**src/rtl/outpass_pkg.sv**
```systemverilog
// outpass_pkg: shared helpers for the parametrised output-pass BEL.
// Provides the width derivation for the per-channel tap field, the tap-index
// type and the clamp used when a tap code exceeds the chain length.
package outpass_pkg;

  // Wide enough for any tap code a realistic MAX_DEPTH can produce.
  localparam int TAP_IDX_W = 8;

  typedef logic [TAP_IDX_W-1:0] tapIdx_t;

  // Ceiling log2; clog2(1) = 0.
  function automatic int clog2(input int value);
    int result;
    result = 0;
    while ((1 << result) < value) result++;
    return result;
  endfunction

  // Floor log2 for value >= 1; used to find a mux-tree node's level.
  function automatic int floorLog2(input int value);
    int result;
    result = 0;
    while ((2 << result) <= value) result++;
    return result;
  endfunction

  // Config bits per channel: enough to encode 0 (bypass) .. maxDepth.
  function automatic int depthWidth(input int maxDepth);
    return clog2(maxDepth + 1);
  endfunction

  // Tap codes beyond the chain end select the last stage.
  function automatic tapIdx_t clampTap(input tapIdx_t tap, input int maxDepth);
    return (int'(tap) > maxDepth) ? tapIdx_t'(maxDepth) : tap;
  endfunction

endpackage

```
**src/rtl/my_mux2.sv**
```systemverilog
// my_mux2: fabric 2:1 mux primitive used to build the tap-select trees.
module my_mux2 (
  input  logic A0,
  input  logic A1,
  input  logic S,
  output logic X
);

  assign X = S ? A1 : A0;

endmodule

```
**src/rtl/outpass_delay_line.sv**
```systemverilog
// outpass_delay_line: one output-pass channel.
// A MAX_DEPTH-stage shift chain always records the input history; a binary
// tree of my_mux2 cells selects either the raw input (tap 0) or chain stage
// tap. Tap codes above MAX_DEPTH are wired to the last stage, so the tree
// itself performs the clamp. The output is never re-registered: for tap >= 1
// it comes straight from a flop Q through the mux, for tap 0 it is purely
// combinational.
module outpass_delay_line import outpass_pkg::*; #(
  parameter  int MAX_DEPTH = 3,
  localparam int DEPTH_W   = depthWidth(MAX_DEPTH)
) (
  input  logic               UserCLK,
  input  logic               UserRST,
  input  logic               chainEn,
  input  logic               I,
  input  logic [DEPTH_W-1:0] tap,
  output logic               O
);

  localparam int LEAVES = 1 << DEPTH_W;

  // chain[k] holds the input sampled k enabled edges ago.
  logic [MAX_DEPTH:1]    chain;
  // Heap-indexed mux tree: node[1] is the root, node[LEAVES + t] is leaf t.
  logic [2*LEAVES-1:1]   node;

  // Shift chain: advance on every enabled edge, clear on reset (reset wins).
  always_ff @(posedge UserCLK) begin
    // NOTE: the chain must be reset, because with tap >= 1 the output is
    // defined to read 0 until real post-reset samples reach that stage.
    if (UserRST) begin
      chain <= '0;
    end else if (chainEn) begin
      // NOTE: non-blocking assignments make every stage read its neighbour's
      // old value, so the loop order does not matter and nothing collapses.
      chain[1] <= I;
      for (int k = 2; k <= MAX_DEPTH; k++) begin
        chain[k] <= chain[k-1];
      end
    end
  end

  // Leaves: code 0 is the bypass, the rest map (clamped) onto chain stages.
  for (genvar t = 0; t < LEAVES; t++) begin : g_leaf
    if (t == 0) begin : g_bypass
      assign node[LEAVES] = I;
    end else begin : g_tap
      localparam int SRC = int'(clampTap(tapIdx_t'(t), MAX_DEPTH));
      assign node[LEAVES + t] = chain[SRC];
    end
  end

  // Internal nodes: the root decodes the tap MSB, leaf parents the LSB.
  for (genvar n = 1; n < LEAVES; n++) begin : g_mux
    localparam int SEL_BIT = DEPTH_W - 1 - floorLog2(n);
    my_mux2 u_mux (
      .A0 (node[2*n]),
      .A1 (node[2*n + 1]),
      .S  (tap[SEL_BIT]),
      .X  (node[n])
    );
  end

  assign O = node[1];

endmodule

```
**src/rtl/outpass_n_frame_config.sv**
```systemverilog
// outpass_n_frame_config: NUM_CH-channel tile output pass.
// Each channel drives its switch-matrix input to the tile edge either
// combinationally or delayed by 1..MAX_DEPTH UserCLK cycles, as chosen by
// its slice of the frame configuration bits.
// Build option: define OUTPASS_CE_EN to add the CE port, a common clock
// enable that freezes every shift chain while low (bypass channels and
// reset are unaffected).
module outpass_n_frame_config import outpass_pkg::*; #(
  parameter  int NUM_CH       = 4,
  parameter  int MAX_DEPTH    = 3,
  localparam int DEPTH_W      = depthWidth(MAX_DEPTH),
  localparam int NoConfigBits = NUM_CH * DEPTH_W
) (
  input  logic                    UserCLK,
  input  logic                    UserRST,
`ifdef OUTPASS_CE_EN
  input  logic                    CE,
`endif
  input  logic [NUM_CH-1:0]       I,
  output logic [NUM_CH-1:0]       O,
  input  logic [NoConfigBits-1:0] ConfigBits
);

  logic chainEn;

`ifdef OUTPASS_CE_EN
  assign chainEn = CE;
`else
  assign chainEn = 1'b1;
`endif

  // One independent delay line per channel, each with its own tap field.
  for (genvar c = 0; c < NUM_CH; c++) begin : g_ch
    outpass_delay_line #(
      .MAX_DEPTH (MAX_DEPTH)
    ) u_line (
      .UserCLK (UserCLK),
      .UserRST (UserRST),
      .chainEn (chainEn),
      .I       (I[c]),
      .tap     (ConfigBits[c*DEPTH_W +: DEPTH_W]),
      .O       (O[c])
    );
  end

endmodule

```
**config.mk**
```make
export PLATFORM = sky130hd
export DESIGN_NAME = outpass_n_frame_config
export DESIGN_NICKNAME = d
export VERILOG_FILES = /design/src/rtl/outpass_pkg.sv /design/src/rtl/my_mux2.sv /design/src/rtl/outpass_delay_line.sv /design/src/rtl/outpass_n_frame_config.sv
export SDC_FILE = /design/constraint.sdc
export NUM_CORES = 1
export LEC_CHECK = 0
export ABC_CLOCK_PERIOD_IN_PS = 1680
export CAP_MARGIN = 0
export CORE_AREA = 2 2 39 41
export DETAILED_ROUTE_END_ITERATION = 10
export DIE_AREA = 0 0 41 43
export DONT_BUFFER_PORTS = 1
export GPL_ROUTABILITY_DRIVEN = 0
export HOLD_SLACK_MARGIN = 0.15
export PLACE_DENSITY = 0.6
export REMOVE_ABC_BUFFERS = 1
export SYNTH_ARGS = -nofsm -noshare
export SYNTH_HDL_FRONTEND = slang
export SYNTH_SLANG_ARGS = --single-unit
```
**constraint.sdc**
```tcl
create_clock -name UserCLK -period 1.68 [get_ports UserCLK]
set_input_delay 0.336 -clock UserCLK [delete_from_list [all_inputs] [get_ports UserCLK]]
set_output_delay 0.336 -clock UserCLK [all_outputs]
set_load 0.05 [all_outputs]
```
==> impl.org, run 1 <==
** Global route
- Initial antenna violation count :: 0
- Total congestion overflow after global routing :: 0
- The first global-routing pass estimated 1060 microns of wire.
- In the global route stage, met1 resource usage came out at 0.114.
- After global routing, the most crowded layer is met2.
- For met2 alone, demand over resource in global routing was 0.122.
- Entering global routing, the biggest net connects 10 pins.
- GR met3 Demand/Resource :: 0.0262
- The number of global-route vias before repair was 271.
- Overall routing resource usage :: 0.0915

** Timing
- Setup repair after global routing left no endpoint under its margin.
- Headroom to the max-slew limit came out at 0.813.
- Fin Clk Skew :: 0.000647 ns
- The clock period could shrink to ~1.6 ns.
- Setup violations, final :: 0
- Final period utilization :: 0.925
- Setup TNS :: 0 ns
- The number of pins exceeding their max-slew limit in the final report is 0.
- Timing would allow up to approximately 640 MHz.
- Worst setup margin :: roughly 0.13 ns
- The hold violation total from the final report is 0.
- At the pin with the least slew margin, the transition time is 0.281 ns.

** Placement
- Prior to clock tree synthesis, the placed netlist has a worst setup slack of 0.367 ns.
- Quantity of I/O buffers inserted on ports :: 0
- Number of placed cells counting well taps :: 44

** Setup path
- The worst register-to-register path begins at g_ch[1].u_line.chain[2].
- The most critical setup path has its startpoint at g_ch[1].u_line.chain[2].
- Following the worst setup path forward leads to its endpoint at O[1].
- The worst setup path is captured at a primary output.
- Of all nets on the critical path, the largest fanout is 2.
- Levels on crit path :: 1
- The worst register-to-register path has a setup slack of 1.11 ns.
- Crit-path slowest cell :: mux4_2
- For the worst setup path, the data arrival time is 1.22 ns.
- Walking the worst path, the cells encountered are mux4_2.
- Critical Path Source Type :: register
- On the worst path, the slowest cell contributes a delay of approximately 0.63 ns.
- Buffering stage count on the worst path with inverters included :: 0
- Family with the most delay on the worst path :: multiplexers
- Required time reported for the critical path endpoint :: 1.34 ns
- For the worst flop-to-flop path, the logic depth is 1.
- The critical path is of the register to primary output type.
- RR Endpoint :: g_ch[1].u_line.chain[3]

** Layout
- Commonest non-fill, non-tap cells in the layout :: 12 x dfxtp_1, 8 x and2b_1, 4 x nor2b_1, 4 x mux4_2, 3 x clkbuf_4
- Layout Area Growth over Synthesis :: 7.24%
- Share of post-route cells with drive strength above 1 :: 0.242
- Flip-flop count of the largest register after layout :: 12
- Antenna fix cells :: 0
- Counting the fill cells in the layout gives between 100 and 150.
- The largest registers in the layout are g_ch.u_line.chain (12).
- Counting flops per register, the top entry is g_ch.u_line.chain.
- Post-route insts no fill :: 49
- Leaving out fill and tap cells, the most frequent cell in the layout is dfxtp_1.
- For this run, the post-layout net count is 48.
- Core utilization of the finished layout :: 0.348

** Logic synthesis
- Synthesis produced a netlist whose cell count is 33.
- The Yosys step of the flow raised 0 warnings.
- After synthesis the netlist holds a flip-flop and latch count of 12.
- Sequential element share of the synthesized area :: 0.535
- After synthesis, the mean cell area works out to about 14 sq um.
- Counting distinct cell types in the post-synthesis netlist gives 6.
- The mapped netlist covers 449 sq um.

** Floorplan
- In this run the vertical extent of the chip is 43 microns.
- After floorplanning, the core was sized to cover 1380 sq um.
- # IOs :: 18
- In this run the core area contains 14 standard-cell rows.
- Starting utilization of the core area :: 0.325
- The die is 41 microns wide.
- The floorplan step defined a die boundary enclosing 1760 sq um.

** Clock tree
- TritonCTS buffer count :: 3
- CTS placed an instance of clkbuf_4 at the clock tree root.
- Clock latency on the worst-skew pair :: 0.26 ns
- The clock passes through at most 2 buffers.
- Clock-pin slew was measured on the worst setup and hold paths at approximately 0.070 ns.
- CTS built an H-tree with a depth of 1.
- CTS tree :: done
- Number of sinks on the clock net :: 12
- After clock tree synthesis, the repair step resized 0 gates.

** Job
- The tool flagged a number of max-cap violations equal to 0.

** Detailed routing
- Routed len/inst :: around 14 microns
- Detail Route Antenna Nets :: 0
- In the routed design, unresolved DRC markers number 0.
- Average via count per standard cell :: roughly 4.6
- The final layout contains routed wiring with a total length of 668 microns.
- Violation count after the first detailed-route iteration :: 0
- Total number of vias :: 223
- For this run, the detailed router's first-pass iteration total came to 1.

** Pwr
- Leak pwr :: 0.000206 uW
- Across the VDD grid, the largest voltage drop is 0.424 mV.
- Pwr Density :: approximately 1200 nW/um^2

** Min path
- In this run the worst hold path is classified as input pin to register.

** Status
- The flow ran to the end, and the final reports show no timing, DRC or antenna violations.
cell type report:
type                       count  area [sq um]  area share
sequential                    12           240       0.499
multi-input combinational     16           175       0.364
clock buffer                   4          36.3      0.0753
tap                           16          20.0      0.0416
timing repair buffer           1          10.0      0.0208
how the worst min path moves through the flow:
stage               startpoint                       to  slack, ns  depth (start not counted)
floorplan              UserRST  g_ch[0].u_line.chain[2]       0.41                          1
global placement       UserRST  g_ch[1].u_line.chain[2]       0.41                          1
detailed placement     UserRST  g_ch[2].u_line.chain[3]       0.41                          1
CTS                       I[2]  g_ch[2].u_line.chain[1]       0.19                          1
global route              I[2]  g_ch[2].u_line.chain[1]       0.18                          1
finish                    I[2]  g_ch[2].u_line.chain[1]       0.19                          1
metrics by stage:
stage	area, sq um	total power [uW]	hold WS (ns)
2_1_floorplan	415	358	0.408
3_3_place_gp	435	360	0.411
3_5_place_dp	435	361	0.414
4_1_cts	482	589	0.187
5_1_grt	482	608	0.182
6_report	482	581	0.192
where the power goes:
group          switching [uW]  internal [uW]  total [uW]
clock network            91.7            132         223
registers                4.32            296         300
logic                    34.3           23.0        57.3
cell families (layout without fill, tap and decap cells):
family | after synthesis | count (layout) | synth area share
AND/OR/NAND/NOR | 12 | 12 | 0.189
buffers and inverters | 5 | 5 | 0.0752
flip-flops | 12 | 12 | 0.535
multiplexers | 4 | 4 | 0.201
metal layers:
layer | up-vias | routed length, microns
met3 | 0 | 59
li1 | 105 | -
met2 | 13 | 333
met1 | 105 | 274
met5 | - | 0
met4 | 0 | 0
Yosys cell counts, drive strengths merged:
master | instances | area [sq um]
dfxtp | 12 | 240
and2b | 8 | 60.1
buf | 4 | 30.0
mux4 | 4 | 90.1
nor2b | 4 | 25.0
clkbuf | 1 | 3.75
repair_timing:
| action | CTS | global route |
|---|---|---|
| buffers inserted | 0 | 0 |
| hold buffers | 1 | 0 |
| hold endpoints to repair | 4 | 0 |
Power figures use the tool's default switching activity.
==> run 2, diff against run 1 <==
- GPL_TIMING_DRIVEN: not set -> 0
==> results of run 2 <==
The final DEF is identical to that of run 1; final timing and power are the same.
==> run 3, diff against run 2 <==
- TNS_END_PERCENT: not set -> 5
==> results of run 3 <==
The final DEF is identical to that of run 1; final timing and power are the same.
